===== src/rtl/serial_alu_engine.sv =====
// Bit-serial ALU tile: two operands shifted in serially, eight operations
// computed LSB first, result/flags/operands muxed onto a parallel output.
module serial_alu_engine #(
    parameter int WIDTH = 8
) (
    input  logic             clk,
    input  logic             rst,
    input  logic             din,
    input  logic             load_en,
    input  logic             start,
    input  logic [2:0]       op,
    input  logic [1:0]       sel,
    output logic [WIDTH-1:0] data_out,
    output logic             busy,
    output logic             done,
    output logic             carry,
    output logic             zero
);

    localparam int CW = (WIDTH > 1) ? $clog2(WIDTH) : 1;

    typedef enum logic [1:0] {IDLE, EXEC, DONE} state_t;
    typedef enum logic [2:0] {
        OP_ADD  = 3'b000,
        OP_SUB  = 3'b001,
        OP_AND  = 3'b010,
        OP_OR   = 3'b011,
        OP_XOR  = 3'b100,
        OP_PA   = 3'b101,
        OP_PB   = 3'b110,
        OP_ADC  = 3'b111
    } op_t;

    state_t             state;
    op_t                op_q;
    op_t                op_in;
    logic [2*WIDTH-1:0] sreg;
    logic [WIDTH-1:0]   a_w;
    logic [WIDTH-1:0]   b_w;
    logic [WIDTH-1:0]   res;
    logic [WIDTH-1:0]   res_next;
    logic [CW-1:0]      cnt;
    logic               c_run;

    logic a_bit, b_bit, b_eff;
    logic sum_bit, c_out, res_bit, arith;

    assign op_in = op_t'(op);

    // One-bit slice; SUB inverts B and relies on the carry-in of 1.
    always_comb begin
        a_bit   = a_w[0];
        b_bit   = b_w[0];
        b_eff   = (op_q == OP_SUB) ? ~b_bit : b_bit;
        sum_bit = a_bit ^ b_eff ^ c_run;
        c_out   = (a_bit & b_eff) | (c_run & (a_bit ^ b_eff));
        arith   = (op_q == OP_ADD) || (op_q == OP_SUB) || (op_q == OP_ADC);
        res_bit = sum_bit;
        case (op_q)
            OP_AND:  res_bit = a_bit & b_bit;
            OP_OR:   res_bit = a_bit | b_bit;
            OP_XOR:  res_bit = a_bit ^ b_bit;
            OP_PA:   res_bit = a_bit;
            OP_PB:   res_bit = b_bit;
            default: res_bit = sum_bit;
        endcase
        res_next = {res_bit, res[WIDTH-1:1]};
    end

    always_ff @(posedge clk) begin
        if (rst) begin
            state <= IDLE;
            op_q  <= OP_ADD;
            sreg  <= '0;
            a_w   <= '0;
            b_w   <= '0;
            res   <= '0;
            cnt   <= '0;
            c_run <= 1'b0;
            carry <= 1'b0;
            zero  <= 1'b1;
            busy  <= 1'b0;
            done  <= 1'b0;
        end else begin
            done <= 1'b0;
            case (state)
                EXEC: begin
                    res   <= res_next;
                    a_w   <= a_w >> 1;
                    b_w   <= b_w >> 1;
                    c_run <= c_out;
                    cnt   <= cnt + CW'(1);
                    if (cnt == CW'(WIDTH - 1)) begin
                        state <= DONE;
                        busy  <= 1'b0;
                        done  <= 1'b1;
                        carry <= arith & c_out;
                        zero  <= (res_next == '0);
                    end
                end
                default: begin
                    if (start) begin
                        op_q  <= op_in;
                        a_w   <= sreg[2*WIDTH-1:WIDTH];
                        b_w   <= sreg[WIDTH-1:0];
                        c_run <= (op_in == OP_SUB) |
                                 ((op_in == OP_ADC) & carry);
                        cnt   <= '0;
                        state <= EXEC;
                        busy  <= 1'b1;
                    end else begin
                        state <= IDLE;
                        if (load_en)
                            sreg <= {sreg[2*WIDTH-2:0], din};
                    end
                end
            endcase
        end
    end

    always_comb begin
        data_out = '0;
        case (sel)
            2'b00:   data_out = sreg[WIDTH-1:0];
            2'b01:   data_out = sreg[2*WIDTH-1:WIDTH];
            2'b10:   data_out = res;
            default: data_out[1:0] = {zero, carry};
        endcase
    end

endmodule


===== config.mk =====
export PLATFORM = sky130hd
export DESIGN_NAME = serial_alu_engine
export DESIGN_NICKNAME = d
export VERILOG_FILES = /design/src/rtl/serial_alu_engine.sv
export SDC_FILE = /design/constraint.sdc
export NUM_CORES = 1
export LEC_CHECK = 0
export BUFFER_PORTS_ARGS = -buffer_cell sky130_fd_sc_hd__buf_2
export CAP_MARGIN = 30
export CORE_UTILIZATION = 55
export CTS_BUF_LIST = sky130_fd_sc_hd__clkbuf_8 sky130_fd_sc_hd__clkbuf_16
export DETAILED_ROUTE_END_ITERATION = 10
export HOLD_SLACK_MARGIN = 0.08
export PLACE_DENSITY = 0.72
export SLEW_MARGIN = 40
export SYNTH_ARGS = -nofsm -noshare
export SYNTH_HDL_FRONTEND = slang
export SYNTH_SLANG_ARGS = --single-unit

===== constraint.sdc =====
create_clock -name clk -period 2.5 [get_ports clk]
set_clock_uncertainty 0.1 [all_clocks]
set_input_delay 0.5 -clock clk [delete_from_list [all_inputs] [get_ports clk]]
set_output_delay 0.5 -clock clk [all_outputs]
set_load 0.005 [all_outputs]

==> key figures, run 1 <==
Outcome
  – Status: complete, no violations

Clock network
  – Inserted Clock Buffers: 5
  – Htree depth: 2
  – Max clock buf depth: 2
  – # hold bufs at CTS: 0
  – Root Buffer: clkbuf_8
  – Post-CTS setup buffers: 0
  – Clock transition at path regs: 0.09 ns
  – TritonCTS clock tree: yes
  – Clock sinks: 53
  – Clk_lat worst skew: 0.30 ns
  – Post-CTS sizing: 0

Floorplan
  – I/O pin cnt: 22
  – Die X: 67.4 um
  – Die H: 67.4 um
  – Die area: 4550 um2
  – Initial Utilization: 58.0%
  – Rows: 23
  – Core area: 4060 um2

Timing
  – Slew HR: 58.3%
  – Final hold vios: 0
  – Worst-Margin Slew: 0.626 ns
  – Min Tclk post-route: 2.06 ns
  – Setup violations, final: 0
  – Fmax achieved: 0.485 GHz
  – Max-slew violation count: 0
  – RSZ-0062 raised after global routing: false
  – Setup tns final: 0 ns
  – Fin crit share: 82.5%
  – Final setup margin: 0.439 ns

Yosys
  – Post-synth ARST share: 0%
  – Area leader, netlist: dfxtp_1
  – Synth Area in Compound Gates: 15.5%
  – Cell variety after synth: 36
  – Synth warnings: 0
  – Top FF cell, synth: dfxtp_1
  – Syn nets: 291
  – Largest family of logic cells by synthesized area: simple AND/OR/NAND/NOR gates
  – Synth top area cells: dfxtp_1 45%, nand2_1 9.9%, mux2i_1 9.8%, a21oi_1 6.8%, a211oi_1 4.8%
  – Mapped Area: 2350 um2
  – Post-synthesis adder-cell area fraction: 2.98%
  – Synth top cells by count: 62 x nand2_1, 53 x dfxtp_1, 32 x a21oi_1, 23 x mux2i_1, 22 x nor2_1
  – Post-synthesis mux area share: 11.7%
  – Synth Area per Inst: 8.53 um2
  – Post-synth EDFFs: 0
  – Simple-gate share of the synthesized area: 19.4%
  – Synth top area share: 45.1%
  – Synthesis-stage register bit count: 53
  – Register area share after synthesis: 45.1%
  – Syn Inst Count: 276
  – Most common cell in the netlist: nand2_1
  – Synth Area in XOR/XNOR: 0.372%

Global routing
  – Total gr overflow: 0
  – Initial antenna violation count: 0
  – GRT Overall Usage: 24.2%
  – Pin count of the biggest net entering global routing: 45
  – Vias in the first global route: 1710
  – First-pass GRT wire length: 8.09 mm

Power and ir drop
  – PwrDens: 589 nW/um2
  – Leakage power: 0.993 nW
  – Worst VDD drop: 0.000330 V

Place
  – IO buf count: 21
  – Gpl congestion: 0.791
  – Dpl ws: 0.447 ns
  – DPL Wire Length: 3.42 mm

Cells and area
  – Fillers: 372
  – Nets@finish: 304
  – Share of layout cells above drive strength 1: 13.1%
  – Area Overhead vs Synth: 7.70%
  – Ant diodes: 0

Flow run
  – Max-cap viol count: 0

Route
  – DR iter-0 viols: 92
  – Post-DR vias/cell: 5.69
  – Routed length per placed instance: 14.7 um
  – Antenna viol nets, final: 0
  – DR vias: 1936
  – Total wire length: 4.98 mm
  – Pre-Repair DR Iteration Count: 4
  – Residual DRC: 0

Worst setup path
  – Arrival @ worst endpoint: 1.46 ns
  – CP Data Required Time: 1.90 ns
  – CP Class: in -> out
  – Startpoint types: input port
  – CP Max Fanout: 9
  – Critical Path End Type: output port
  – R2R setup slack: 0.54 ns

Min path
  – Hold/Removal Path Class: in -> reg
-- path summary, 6_finish.rpt --
path              depth (start not counted)  startpoint     endpoint
setup / recovery                          5      sel[1]  data_out[4]
hold / removal                            3         din      sreg[0]
setup reg to reg                          7     op_q[1]         zero
hold reg to reg                           2        busy         busy
-- logic make-up after synthesis --
kind of cell    count (synthesis)
fa+ha+maj                       5
mux                            25
simple gates                  108
xor+xnor                        1
flops                          53
compound gates                 60
buf+inv                        24
-- critical path, stage by stage --
cell and delay (ns):
buf_2 0.19, nor2b_1 0.43, nand2_1 0.12, o21ai_0 0.09, buf_2 0.13
-- sequential cells by signal (all words and copies together) (netlist names), 2 cells and up --
register	cells
state	2
op_q	3
b_w	8
cnt	3
sreg	16
res	8
a_w	8
-- per-layer routing --
metal / vias to the layer above / part of all wire (%) / global-route usage, %
li1: 974 / - / -
met1: 924 / 51 / 34.8
met2: 33 / 45 / 36.5
met3: 5 / 3.3 / 4.39
met4: 0 / 0.86 / 7.18
met5: - / 0 / 0
-- power breakdown --
group	internal [W]	total, W	switching, W
Combinational	0.0000577	0.000157	0.0000997
Clock	0.000188	0.000449	0.000261
Sequential	0.000869	0.000889	0.0000195
-- placed cells by master (no fill, tap or decap), types with 2 or more instances in the layout --
master    Yosys  routed
mux4_2        2       2
dfxtp_1      53      53
nand3_1       8       8
o21ai_0       7       7
a211oi_1     15      15
inv_1         3       6
buf_2         8      21
buf_4         3       5
nand2_1      62      62
a21oi_1      32      32
ha_1          4       4
clkbuf_8      0       5
nor2_1       22      22
nor2b_1       2       2
nor3_1        4       4
mux2i_1      23      23
-- through the flow --
stage	cell area [um2]	util, %	cells	power (W)	hold slack [ns]
after CTS	2540	62.5	340	0.00150	0.327
final	2540	62.5	340	0.00149	0.331
after detailed placement	2460	60.5	332	0.00107	0.348
after global placement	2460	60.5	332	0.00106	0.342
after global routing	2540	62.5	340	0.00156	0.361
after floorplan	2350	-	276	0.00103	0.333
-- layout make-up --
type	instances	area, um2	share of cell area, %
multi-input cells	199	1170	46.3
flip-flops and latches	53	1060	41.8
repair buffers	26	143	5.62
clock buffers	5	68.8	2.71
well taps	50	62.6	2.47
inverters	4	15.0	0.592
clock inverters	3	11.3	0.444
Power figures use the tool's default switching activity.
==> run 2, diff against run 1 <==
- clock period: 2.5 -> 2.01 ns (I/O delays scaled with it)
==> run 2 against run 1 <==
  * Sequential share of layout area shrank 1.4 points
  * Critical path depth increased by 2
  * Highest routed layer unchanged
  * Combinational power is 31% higher
  * Critical path type is now reg -> reg
  * Die area unchanged
  * Largest cell class unchanged
  * Critical endpoint is now zero
  * Global-route usage is 0.26 points higher
==> key figures, run 2 (synthesis gave the netlist of run 1 again) <==
Floorplan
  – Core area: 4060 um2 (unchanged)
  – I/O pin cnt: 22 (unchanged)
  – Rows: 23 (unchanged)
  – Initial Utilization: 58.0% (unchanged)
  – Die X: 67.4 um (unchanged)
  – Die area: 4550 um2 (unchanged)
  – Die H: 67.4 um (unchanged)

Route
  – Total wire length: 4.97 mm (-0.18%)
  – DR vias: 1912 (-1.2%)
  – Antenna viol nets, final: 0 (unchanged)
  – Post-DR vias/cell: 5.56 (-2.4%)
  – DR iter-0 viols: 154 (+67%)
  – Residual DRC: 0 (unchanged)
  – Routed length per placed instance: 14.5 um (-1.3%)
  – Pre-Repair DR Iteration Count: 4 (unchanged)

Clock network
  – TritonCTS clock tree: yes
  – Post-CTS sizing: 0 (unchanged)
  – Htree depth: 2 (unchanged)
  – Root Buffer: clkbuf_8
  – Clk_lat worst skew: 0.31 ns (about the same)
  – Clock sinks: 53 (unchanged)
  – Clock transition at path regs: 0.09 ns (about the same)
  – # hold bufs at CTS: 0 (unchanged)
  – Max clock buf depth: 2 (unchanged)
  – Inserted Clock Buffers: 5 (unchanged)
  – Post-CTS setup buffers: 0 (unchanged)

Cells and area
  – Max FFs per register: 16 (unchanged)
  – Most frequent cells in the layout: 62 x nand2_1, 51 x dfxtp_1, 32 x a21oi_1
  – Nets@finish: 308 (+1.3%)
  – Ant diodes: 0 (unchanged)
  – Commonest non-fill, non-tap cell in the layout: nand2_1
  – Area Overhead vs Synth: 11.7%
  – Fillers: 343 (-7.8%)
  – Share of layout cells above drive strength 1: 16.3% (+3.2 points)
  – Fin cells: 344 (+1.2%)
  – Largest reg by FF count: sreg

Global routing
  – Vias in the first global route: 1774 (+3.7%)
  – Total gr overflow: 0 (unchanged)
  – GR met3 Demand/Resource: 6.25% (+1.9 points)
  – Pin count of the biggest net entering global routing: 37 (-18%)
  – Routing usage on met2: 38.3% (+1.8 points)
  – First-pass GRT wire length: 8.24 mm (+1.9%)
  – Met1 Use GR: 33.1% (-1.7 points)
  – Initial antenna violation count: 0 (unchanged)
  – GRT Overall Usage: 24.4% (+0.26 points)
  – GR peak layer: met2

Flow run
  – Max-cap viol count: 0 (unchanged)

Worst setup path
  – CP Class: reg -> reg
  – Worst Path Buf+Inv: 0 (-2)
  – Critical path's slowest cell: fa_1
  – Startpoint types: register
  – Critical Path End Type: register
  – Arrival @ worst endpoint: 1.98 ns (+0.52 ns)
  – CP Data Required Time: 2.11 ns (+0.21 ns)
  – CP cell instances: nor2_1 -> nand2_1 -> xnor2_2 -> fa_1 -> a21oi_2 -> nor3_1 -> a221o_1
  – CP Max Fanout: 7 (-2)
  – Family with the most delay on the worst path: compound AO/OA/AOI/OAI gates
  – Crit-path max cell delay: 0.45 ns (+0.02 ns)

Power and ir drop
  – Worst VDD drop: 0.000461 V (+40%)
  – Leakage power: 1.03 nW (+4.2%)
  – PwrDens: 818 nW/um2 (+39%)

Timing
  – RSZ-0062 raised after global routing: false
  – Setup violations, final: 0 (unchanged)
  – Slew HR: 57.8% (-0.53 points)
  – Fmax achieved: 0.534 GHz
  – Final hold vios: 0 (unchanged)
  – Min Tclk post-route: 1.87 ns
  – Worst-Margin Slew: 0.634 ns (+0.00789 ns)
  – Setup tns final: 0 ns (unchanged)
  – Max-slew violation count: 0 (unchanged)
  – Fin Hold WS: 0.240 ns (-0.0907 ns)
  – Final setup margin: 0.137 ns (-0.302 ns)
  – Fin crit share: 93.2%

Place
  – DPL Wire Length: 3.37 mm (-1.6%)
  – Gpl congestion: 0.772 (-2.4%)
  – Inst Count DP: 336 (+1.2%)
  – IO buf count: 21 (unchanged)
  – Dpl ws: 0.118 ns (-0.329 ns)

Min path
  – Hold/Removal Path Class: in -> reg

Outcome
  – Status: complete, no violations
[run 2: path summary, 6_finish.rpt]
path              startpoint  endpoint  slack, ns  cells past startpoint
setup / recovery     op_q[2]      zero       0.14                      7
hold / removal           din   sreg[0]       0.24                      3
setup reg to reg     op_q[2]      zero       0.14                      7
hold reg to reg         busy      busy       0.35                      2
[run 2: area by class of cell]
cell class / count / area, um2 / area share [%]
flip-flops and latches: 53 / 1060 / 40.4
clock inverters: 3 / 65.1 / 2.47
clock buffers: 5 / 68.8 / 2.62
well taps: 50 / 62.6 / 2.38
inverters: 4 / 15.0 / 0.571
multi-input cells: 199 / 1180 / 45.0
repair buffers: 30 / 173 / 6.57
[run 2: routing by layer]
| layer | part of all wire [%] | vias up |
|---|---|---|
| met1 | 51 | 902 |
| li1 | - | 981 |
| met2 | 45 | 25 |
| met5 | 0 | - |
| met4 | 0.93 | 0 |
| met3 | 2.4 | 4 |
[run 2: stage by stage]
step,power (W),utilization [%],area (um2)
after detailed placement,0.00133,61.3,2490
after global routing,0.00225,64.8,2630
after CTS,0.00216,64.6,2620
after floorplan,0.00128,-,2350
final,0.00215,64.8,2630
after global placement,0.00133,61.3,2490
[run 2: worst min-delay path, stage by stage]
cell and delay [ns]:
buf_2 0.09, nand2_1 0.04, a21oi_1 0.06
[run 2: where the power goes]
part	switching (W)	internal [W]	total [W]
registers	0.0000237	0.00108	0.00111
logic	0.000126	0.0000792	0.000205
clock network	0.000347	0.000495	0.000842
